## src/rtl/ddr_burst_seq.sv

```systemverilog
// Burst sequencer between the Wishbone port arbiter and the Altera DDR local interface.
// Reads become one aligned burst sized by the port buffer width; writes become single-word writes.
module ddr_burst_seq #(
    parameter int DDR_ADR_W     = 24,
    parameter int MAX_BUF_WIDTH = 3,
    parameter int HOLDOFF       = 2
) (
    input  logic                     sdram_clk,
    input  logic                     sdram_rst_n,
    input  logic [31:0]              adr_i,
    input  logic [31:0]              dat_i,
    input  logic [3:0]               sel_i,
    input  logic                     we_i,
    input  logic                     acc_i,
    input  logic [3:0]               buf_width_i,
    output logic [31:0]              adr_o,
    output logic [31:0]              dat_o,
    output logic                     ack_o,
    output logic                     idle_o,
    input  logic                     ddr_init_done_i,
    input  logic                     ddr_ready_i,
    output logic [DDR_ADR_W-1:0]     ddr_adr_o,
    output logic                     ddr_read_req_o,
    output logic                     ddr_write_req_o,
    output logic                     ddr_burstbegin_o,
    output logic [MAX_BUF_WIDTH:0]   ddr_size_o,
    output logic [31:0]              ddr_wdata_o,
    output logic [3:0]               ddr_be_o,
    input  logic [31:0]              ddr_rdata_i,
    input  logic                     ddr_rdata_valid_i
);

    localparam int CW = MAX_BUF_WIDTH + 1;

    typedef enum logic [2:0] {
        S_INIT,
        S_IDLE,
        S_WR,
        S_RD_REQ,
        S_RD_DATA,
        S_DONE
    } state_t;

    state_t         state, state_next;
    logic [31:0]    adr_q;
    logic [31:0]    wdata_q;
    logic [3:0]     sel_q;
    logic [3:0]     bw_q;
    logic [CW-1:0]  cnt_q;
    logic [1:0]     hold_cnt;

    logic [3:0]     bw_in;
    logic [29:0]    blk_mask;
    logic [CW-1:0]  burst_len;
    logic           last_beat;

    assign bw_in     = (buf_width_i > 4'(MAX_BUF_WIDTH)) ? 4'(MAX_BUF_WIDTH) : buf_width_i;
    assign blk_mask  = ~((30'd1 << bw_in) - 30'd1);
    assign burst_len = CW'(1) << bw_q;
    assign last_beat = ddr_rdata_valid_i && ((cnt_q + CW'(1)) == burst_len);

    // NOTE: state and datapath registers use non-blocking assignments only, so every
    // flop samples pre-edge values regardless of process ordering.
    always_ff @(posedge sdram_clk or negedge sdram_rst_n) begin
        if (!sdram_rst_n) state <= S_INIT;
        else              state <= state_next;
    end

    // NOTE: every output of this block gets a default first, so no path can infer a latch.
    always_comb begin
        state_next       = state;
        ddr_adr_o        = '0;
        ddr_read_req_o   = 1'b0;
        ddr_write_req_o  = 1'b0;
        ddr_burstbegin_o = 1'b0;
        ddr_size_o       = '0;
        ddr_wdata_o      = '0;
        ddr_be_o         = '0;
        case (state)
            S_INIT: if (ddr_init_done_i) state_next = S_IDLE;
            S_IDLE: if (acc_i) state_next = we_i ? S_WR : S_RD_REQ;
            S_WR: begin
                ddr_write_req_o  = 1'b1;
                ddr_burstbegin_o = 1'b1;
                ddr_size_o       = CW'(1);
                ddr_adr_o        = adr_q[DDR_ADR_W+1:2];
                ddr_wdata_o      = wdata_q;
                ddr_be_o         = sel_q;
                if (ddr_ready_i) state_next = S_DONE;
            end
            S_RD_REQ: begin
                ddr_read_req_o   = 1'b1;
                ddr_burstbegin_o = 1'b1;
                ddr_size_o       = burst_len;
                ddr_adr_o        = adr_q[DDR_ADR_W+1:2];
                if (ddr_ready_i) state_next = last_beat ? S_DONE : S_RD_DATA;
            end
            S_RD_DATA: if (last_beat) state_next = S_DONE;
            S_DONE: if (hold_cnt == 2'(HOLDOFF - 1)) state_next = S_IDLE;
            default: state_next = S_INIT;
        endcase
    end

    always_ff @(posedge sdram_clk or negedge sdram_rst_n) begin
        if (!sdram_rst_n) begin
            adr_q    <= '0;
            wdata_q  <= '0;
            sel_q    <= '0;
            bw_q     <= '0;
            cnt_q    <= '0;
            hold_cnt <= '0;
            ack_o    <= 1'b0;
            adr_o    <= '0;
            dat_o    <= '0;
            idle_o   <= 1'b0;
        end else begin
            ack_o    <= 1'b0;
            idle_o   <= (state_next == S_IDLE);
            hold_cnt <= (state == S_DONE) ? hold_cnt + 2'd1 : 2'd0;
            case (state)
                S_IDLE: begin
                    if (acc_i && we_i) begin
                        adr_q   <= adr_i;
                        wdata_q <= dat_i;
                        sel_q   <= sel_i;
                    end else if (acc_i) begin
                        bw_q  <= bw_in;
                        adr_q <= adr_i & {blk_mask, 2'b11};
                        cnt_q <= '0;
                    end
                end
                S_WR: begin
                    if (ddr_ready_i) begin
                        ack_o <= 1'b1;
                        adr_o <= adr_q & ~32'h3;
                    end
                end
                S_RD_REQ, S_RD_DATA: begin
                    // Base is block-aligned, so base+cnt stays inside the burst's block.
                    if (ddr_rdata_valid_i) begin
                        ack_o <= 1'b1;
                        dat_o <= ddr_rdata_i;
                        adr_o <= {adr_q[31:2] + 30'(cnt_q), 2'b00};
                        cnt_q <= cnt_q + CW'(1);
                    end
                end
                default: ;
            endcase
        end
    end

endmodule

```

## config.mk

```make
export PLATFORM = sky130hd
export DESIGN_NAME = ddr_burst_seq
export DESIGN_NICKNAME = d
export VERILOG_FILES = /design/src/rtl/ddr_burst_seq.sv
export SDC_FILE = /design/constraint.sdc
export NUM_CORES = 1
export LEC_CHECK = 0
export CORE_ASPECT_RATIO = 1.4
export CORE_MARGIN = 10
export CORE_UTILIZATION = 35
export DETAILED_ROUTE_END_ITERATION = 10
export PLACE_DENSITY = 0.66
export SYNTH_ARGS = -nofsm -noshare
export SYNTH_HDL_FRONTEND = slang
export SYNTH_SLANG_ARGS = --single-unit
export TNS_END_PERCENT = 5
```

## constraint.sdc

```tcl
create_clock -name sdram_clk -period 3 [get_ports sdram_clk]
set_clock_uncertainty 0.2 [all_clocks]
set_input_delay 0.75 -clock sdram_clk [delete_from_list [all_inputs] [get_ports sdram_clk]]
set_output_delay 0.75 -clock sdram_clk [all_outputs]
set_load 0.01 [all_outputs]
```

# After elaboration in Yosys (flattened, before gate mapping)
# Index checks and enable logic that the tools add are counted.
# W data, S select, Z words.
# totals
ff_bits	147
output_inout_bits	133
# op_classes
add_sub_neg	4
order_cmp	1
n_eq_ne	12
n_shift	2
mux	30
n_bitwise	3
n_reduce_logical	14
# op_table
op	count
$mux W32	5
$pmux W32 S2	1
$and A32 B32 Y32	1
$add A30 B4 Y30	1
$not A30 Y30	1
$shl A1 B4 Y30 const A	1
$sub A30 B1 Y30 const B	1
$mux W24	1
$mux W4	5
$mux W3	6
$pmux W3 S6	1
$pmux W4 S2	2
$ne A2 B2 Y1 const B	4
$mux W1	7
$eq A3 B1 Y1 const B	2
$eq A3 B2 Y1 const B	2
$eq A3 B3 Y1 const B	2
$reduce_and A2 Y1	3
$reduce_and A3 Y1	2
$reduce_bool A2 Y1	3
$add A4 B1 Y4 const B	1
$eq A4 B4 Y1	1
$gt A4 B2 Y1 const B	1
$reduce_and A4 Y1	1
other kinds (9)	11

# Longest topological paths before layout
# Gate-level depths: netlist of run 1.
# logic_depth
depth_word	8
mapped_depth	9
depth_no_buf	8

# Worst setup path before layout of run 1
# Ideal clock, no wire load.
# synth_timing
path_type	register -> register
from	reg cnt_q[0]
to	reg adr_o[24]
setup_ps	134
arrival_time_ps	2221
required_ps	2666
path_slack_ps	444
stages_incl_launch_ff	10
n_path_buf	1
synth_period_minus_slack_ps	2556
path_cell_list	dfrtp_1 > ha_1 > inv_1 > fa_1 > nor2b_1 > o21ai_0 > clkbuf_1 > a2111oi_2 > xnor2_1 > a21oi_2
# synth_via
elab_chain_cells	3
# synth_rtl
element	line_no	source
start, declared	49	logic [CW-1:0] cnt_q;
start signal, assigned	144	cnt_q <= cnt_q + CW'(1);
$add A30 B4 Y30	143	adr_o <= {adr_q[31:2] + 30'(cnt_q), 2'b00};
$mux W32	140	if (ddr_rdata_valid_i) begin
$pmux W32 S2	120	case (state)
end signal, assigned	135	adr_o <= adr_q & ~32'h3;
end signal, assigned	143	
end, declared	16	output logic [31:0] adr_o,
# Every way passes these cells. The select of a mux whose other input is x is not followed.
# A chain may end at the register's enable or synchronous reset.

# Worst setup path after layout of run 1
# layout_timing
from	reg state[2]
to	out ddr_adr_o[5]
# layout_via
elab_chain_cells	3
elab_cells_between_ends	4
cone_classes	2 x eq/ne; 1 x mux; 1 x reduce/logical
# layout_rtl
element	line_no	source
start, declared	44	state_t state, state_next;
start signal, assigned	66	else state <= state_next;
$eq A3 B2 Y1	79	case (state)
$reduce_or A2 Y1 (no line) (*)	--	
$mux W24 (*)	79	
end, declared	22	output logic [DDR_ADR_W-1:0] ddr_adr_o,
# Mark *: on every way between the ends. The rest lies on a longest branch, timed or not.

==> results.ini, run 1 <==
[status]
outcome = finished clean

[finish]
final_common_cell = clkdlybuf4s50_1
fin_util = 0.536
nNetsFinal = 1061
mostFrequentLayoutCells = clkdlybuf4s50_1, nand2_1, dfrtp_1
area_growth_pct = 49.3
drive_gt1_frac = 0.137

[route]
dr_total_vias = 5730
post_drt_wl_per_cell_um = 18.1
drc = 0
ant_nets = 0
wirelength_mm = 21.7
viasPerCell = 4.76
drtIter0Drc = 240
dr.pass1.iters = 4

[sta]
fin_crit_sh = 0.975
hold_ws_ps = 112
finalSetupTns_ps = 0
finalHoldViolCount = 0
rsz0062_at_grt = no
setup_viol = 0
finalMaxSlewViolations = 0
min_period_ps = 2920
slew_headroom = 0.432
max_slew.worst_pin.slew_ps = 848
fmax_mhz = 342

[synthesis]
yosys.area.top_type = dfrtp_1
synth_top_area_frac = 0.515
ys_ff_latch = 143
synthTopCellsByArea = dfrtp_1, nand2_1, mux2_2
synthArstFlopShare = 1.00
syn_area_sq_mm = 0.00695
postSynthAreaPerCell_sq_um = 9.98
synth_edf_count = 0
ys_seq_area_frac = 0.515
ys_warn_count = 0
syn_inst = 696
ys_types = 59
ys.flop_type = dfrtp_1

[critical_path]
critPathKind = reg2out
path_cells = nand2b_2 > inv_2 > buf_12 > and2_1 > clkdlybuf4s50_1
path_delay_family = buffers and inverters
crit_fanout = 24
crit_buf_inv = 3
required_ps = 2050
crit_path_top_delay_cell = clkdlybuf4s50_1
end_kind = primary output
max_stage_delay_ps = 540
cp.arrival_ps = 1970
setup.worst_path.start_class = flip-flop

[global_route]
grt_pass1_vias = 5991
grt_usage = 0.168
antenna_found_initial = 1
grt_start_max_net_pins = 59
grt-ovfl-total = 0
grt_pass1_wl_mm = 34.9

[floorplanning]
core_sq_mm = 0.0194
row_count = 60
initial_utilization = 0.359
die_area_sq_mm = 0.0260
die_w_um = 139
io_pins = 244
die_height_um = 187

[cts]
cts_tree = done
path_clk_slew_ps = 60
cts_buffer_depth = 2
htreeDepth = 4
root_buffer = clkbuf_16
cts_buffers = 17
clk_latency_ps = 420
clock_sinks = 143
hold_buffers = 0

[pwr]
p_seq_frac = 0.355
powerDensity_mw_per_mm2 = 956
power_frac_clock = 0.222
ir_worst_vdd_mv = 0.436
p_leak_uw = 0.00481
p_sw_uw = 3550
total_power_uw = 9920
intPower_uw = 6370
comb_power_share = 0.423
switching_share = 0.358

[job]
maxCapViolCount = 0

[place]
io_buffers = 239
gp_congestion = 0.793
hpwl_mm = 16.7

[min_path]
hp-class = in2async

path summary, 6_finish.rpt:
kind | from | to | slack, ps | cells after the start
worst max-delay path | state[2] | ddr_adr_o[5] | 80 | 5
worst min-delay path | sdram_rst_n | hold_cnt[0] | 110 | 1
worst max register to register | cnt_q[0] | adr_o[30] | 300 | 9
worst min register to register | hold_cnt[0] | hold_cnt[0] | 240 | 1
max in group asynchronous | sdram_rst_n | dat_o[0] | 1850 | 2
min in group sdram_clk | hold_cnt[0] | hold_cnt[0] | 240 | 1
power by group through the flow:
stage	Combinational [uW]	Sequential [uW]	Clock, uW
after global routing	4670	3670	2340
final	4190	3520	2200
after global placement	4250	3500	0
after detailed placement	4310	3550	0
after CTS	4280	3530	2250
after floorplan	2070	3560	0
per-layer routing:
metal,vias up,share of wire,GRT usage
li1,2818,-,-
met5,-,0,0
met4,0,0.027,0.0672
met1,2725,0.38,0.181
met2,161,0.51,0.290
met3,26,0.075,0.0619
cell type report:
class | count | area (sq um)
Tap cell | 248 | 310
Timing Repair Buffer | 267 | 2660
Clock inverter | 14 | 183
Sequential cell | 143 | 3580
Clock buffer | 17 | 425
Inverter | 11 | 41.3
Fill cell | 1786 | 8990
Multi-Input combinational cell | 502 | 3170
Antenna cell | 1 | 2.50
stage by stage:
| stage | setup WS [ps] | instance area (sq um) | cells |
|---|---|---|---|
| 3_5_place_dp | 205 | 9760 | 1171 |
| 5_1_grt | 6.25 | 10400 | 1203 |
| 4_1_cts | -6.59 | 10300 | 1202 |
| 2_1_floorplan | 444 | 6950 | 697 |
| 3_3_place_gp | 279 | 9760 | 1171 |
| 6_report | 76.2 | 10400 | 1203 |
cells by family after synthesis:
logic type | after synthesis | synth area share
adder cells (fa/ha/maj) | 8 | 0.0155
flip-flops | 143 | 0.515
multiplexers | 41 | 0.0655
XOR/XNOR | 27 | 0.0340
buffers and inverters | 52 | 0.0337
other | 1 | 0.000540
AND/OR/NAND/NOR | 334 | 0.243
AO/OA/AOI/OAI | 90 | 0.0929
what timing repair did:
item,CTS,global route
buffers inserted,0,0
endpoints found under the setup margin,60,26
cloned,0,0
resized for setup,42,16
registers in the layout, summed over array words and instances, names as in the netlist:
register / flops
dat_o: 32
wdata_q: 32
adr_o: 30
adr_q: 30
bw_q: 4
cnt_q: 4
sel_q: 4
state: 3
hold_cnt: 2
ack_o: 1
idle_o: 1
synth_stat cells (3+ instances only):
cell	count
clkbuf_1	27
buf_4	4
nand3_1	10
a211oi_1	3
nand4_1	3
nor2b_1	6
o211ai_1	3
nor3_1	6
dfrtp_1	143
a2111oi_2	5
inv_1	11
o21ai_0	14
and2_1	63
buf_2	7
mux2i_1	5
xnor2_1	24
a21oi_1	33
and4_1	4
a211oi_2	3
nand2b_1	5
nor2_1	40
a22o_1	10
mux2_2	36
nor3b_1	6
xor2_1	3
ha_1	7
nand2_1	170
Power figures use the tool's default switching activity.
==> inputs of run 2 (changes only) <==
- CAP_MARGIN: default -> 15
- CTS_CLUSTER_SIZE: default -> 16
- PLACE_DENSITY: 0.66 -> 0.68
- clock period: 3 -> 2.6 ns (I/O delays scaled with it)
==> results.ini, run 2 (synthesis results as in run 1) <==
[route]
ant_nets = 0  ; unchanged
dr_total_vias = 5842  ; was 5,730
drc = 0  ; unchanged
drtIter0Drc = 275  ; was 240
viasPerCell = 4.77  ; was 4.76
wirelength_mm = 22.5  ; was 21.7 mm
post_drt_wl_per_cell_um = 18.3  ; was 18.1 um
dr.pass1.iters = 4  ; unchanged

[cts]
cts_buffer_depth = 2  ; unchanged
clk_latency_ps = 420  ; about the same
path_clk_slew_ps = 60  ; about the same
hold_buffers = 0  ; unchanged
cts_tree = done  ; unchanged
htreeDepth = 4  ; unchanged
root_buffer = clkbuf_16  ; unchanged
clock_sinks = 143  ; unchanged
cts_buffers = 17  ; unchanged

[floorplanning]
row_count = 60  ; unchanged
io_pins = 244  ; unchanged
initial_utilization = 0.359  ; unchanged
die_w_um = 139  ; unchanged
core_sq_mm = 0.0194  ; unchanged
die_height_um = 187  ; unchanged
die_area_sq_mm = 0.0260  ; unchanged

[critical_path]
r2r-end = adr_o[20]  ; was adr_o[30]
critPathKind = reg2out  ; unchanged
r2r-start = adr_q[2]  ; was cnt_q[0]
required_ps = 1750  ; was 2050 ps
max_stage_delay_ps = 400  ; was 540 ps
crit_buf_inv = 3  ; unchanged
cp.depth = 6  ; was 5
setup.worst_path.start_class = flip-flop  ; unchanged
cp.arrival_ps = 1740  ; was 1970 ps
end_kind = primary output  ; unchanged
path_cells = nand2b_4 > nor2_4 > buf_12 > buf_8 > and2_4 > buf_6  ; was nand2b_2 > inv_2 > buf_12 > and2_1 > clkdlybuf4s50_1
reg2reg_slack_ps = 140  ; was 300 ps
path_delay_family = simple AND/OR/NAND/NOR gates  ; was buffers and inverters
crit_path_top_delay_cell = dfrtp_1  ; was clkdlybuf4s50_1
crit_fanout = 8  ; was 24
rr_worst_depth = 9  ; unchanged

[place]
hpwl_mm = 16.8  ; was 16.7 mm
place_ws_ps = 1.12  ; was 205 ps
io_buffers = 239  ; unchanged
gp_congestion = 0.831  ; was 0.793
place_inst = 1184  ; was 1,171

[finish]
drive_gt1_frac = 0.217  ; was 0.137
nNetsFinal = 1083  ; was 1,061
final_cells = 1226  ; was 1,203
area_growth_pct = 52.4  ; was 49.3%
final_common_cell = clkdlybuf4s50_1  ; unchanged
top_regs = dat_o x32, wdata_q x32  ; unchanged
mostFrequentLayoutCells = clkdlybuf4s50_1, nand2_1, dfrtp_1  ; unchanged

[sta]
setup_viol = 0  ; unchanged
min_period_ps = 2590
fmax_mhz = 387
hold_ws_ps = -4.70  ; was 112 ps
max_slew.worst_pin.slew_ps = 572  ; was 848 ps
finalSetupTns_ps = 0  ; unchanged
slew_headroom = 0.618  ; was 0.432
fin_crit_sh = 0.995
finalMaxSlewViolations = 0  ; unchanged
setup_ws_ps = 14.2  ; was 76.2 ps
rsz0062_at_grt = yes  ; was no
finalHoldViolCount = 9  ; was 0

[pwr]
ir_worst_vdd_mv = 0.538  ; was 0.436 mV
p_seq_frac = 0.348  ; was 0.355
comb_power_share = 0.449  ; was 0.423
switching_share = 0.363  ; was 0.358
powerDensity_mw_per_mm2 = 1100  ; was 956 mW/mm^2
p_leak_uw = 0.00476  ; was 0.00481 uW
p_sw_uw = 4230  ; was 3550 uW
intPower_uw = 7440  ; was 6370 uW
power_frac_clock = 0.204  ; was 0.222

[job]
maxCapViolCount = 0  ; unchanged

[status]
violations = negative hold slack
outcome = complete, but fails checks  ; was finished clean

[global_route]
antenna_found_initial = 1  ; unchanged
grt_start_max_net_pins = 54  ; was 59
grt_usage = 0.171  ; was 0.168
grt-ovfl-total = 0  ; unchanged
grt_pass1_vias = 6130  ; was 5,991
grt_pass1_wl_mm = 35.3  ; was 34.9 mm

[min_path]
hp-class = in2async  ; unchanged

## run 2: cell types whose count changed in the layout (fill, tap and decap cells not counted), moves of 3 or more
| cell | change |
|---|---|
| dlygate4sd2_1 | -21 |
| clkbuf_2 | +4 |
| inv_6 | +3 |
| clkdlybuf4s50_1 | -19 |
| and2_4 | +16 |
| clkinv_4 | -3 |
| buf_6 | +20 |
| buf_2 | +13 |
| and2_1 | -16 |
| clkdlybuf4s15_1 | +10 |
| dlymetal6s2s_1 | -11 |
| buf_4 | +19 |
## run 2: per-stage QoR
step	hold slack, ps	instance area (sq um)	utilization	total power (uW)
3_5_place_dp	226	9890	0.511	9230
5_1_grt	17.1	10600	0.547	12500
4_1_cts	5.41	10500	0.543	11800
6_report	-4.70	10600	0.547	11700
3_3_place_gp	217	9890	0.511	9120
2_1_floorplan	154	6950	-	6500
## run 2: power groups by stage
stage / Sequential (uW) / Clock [uW] / Combinational (uW)
after detailed placement: 4050 / 0 / 5180
final: 4060 / 2380 / 5230
after CTS: 4050 / 2450 / 5270
after global placement: 4020 / 0 / 5100
after global routing: 4220 / 2530 / 5740
after floorplan: 4110 / 0 / 2390
## run 2: what timing repair did
| action | in CTS | in global routing |
|---|---|---|
| endpoints found under the setup margin | 69 | 57 |
| resized for setup | 225 | 38 |
| gates cloned | 2 | 0 |
| buffers inserted | 6 | 1 |
| pin swaps | 10 | 7 |
## run 2: final cells by class
class | count | area [sq um]
Inverter | 11 | 41.3
Sequential cell | 143 | 3580
Clock inverter | 13 | 126
Tap cell | 248 | 310
Timing Repair Buffer | 289 | 2840
Antenna cell | 1 | 2.50
Clock buffer | 19 | 443
Fill cell | 1771 | 8770
Multi-Input combinational cell | 502 | 3250
## run 2: how the worst max path moves through the flow
| stage | start | slack, ps | end |
|---|---|---|---|
| after floorplan | cnt_q[0] | 40 | adr_o[24] |
| final | state[2] | 10 | ddr_wdata_o[16] |
| after detailed placement | adr_q[2] | 1 | adr_o[28] |
| after CTS | state[2] | -70 | ddr_wdata_o[1] |
| after global placement | adr_q[2] | 50 | adr_o[30] |
| after global routing | state[2] | -80 | ddr_wdata_o[17] |
## run 2: layer usage
layer | global-route usage | wire length [um] | vias up
li1 | - | - | 2863
met1 | 0.186 | 8450 | 2778
met2 | 0.305 | 11800 | 175
met3 | 0.0520 | 1650 | 26
met4 | 0.0623 | 534 | 0
met5 | 0 | 0 | -
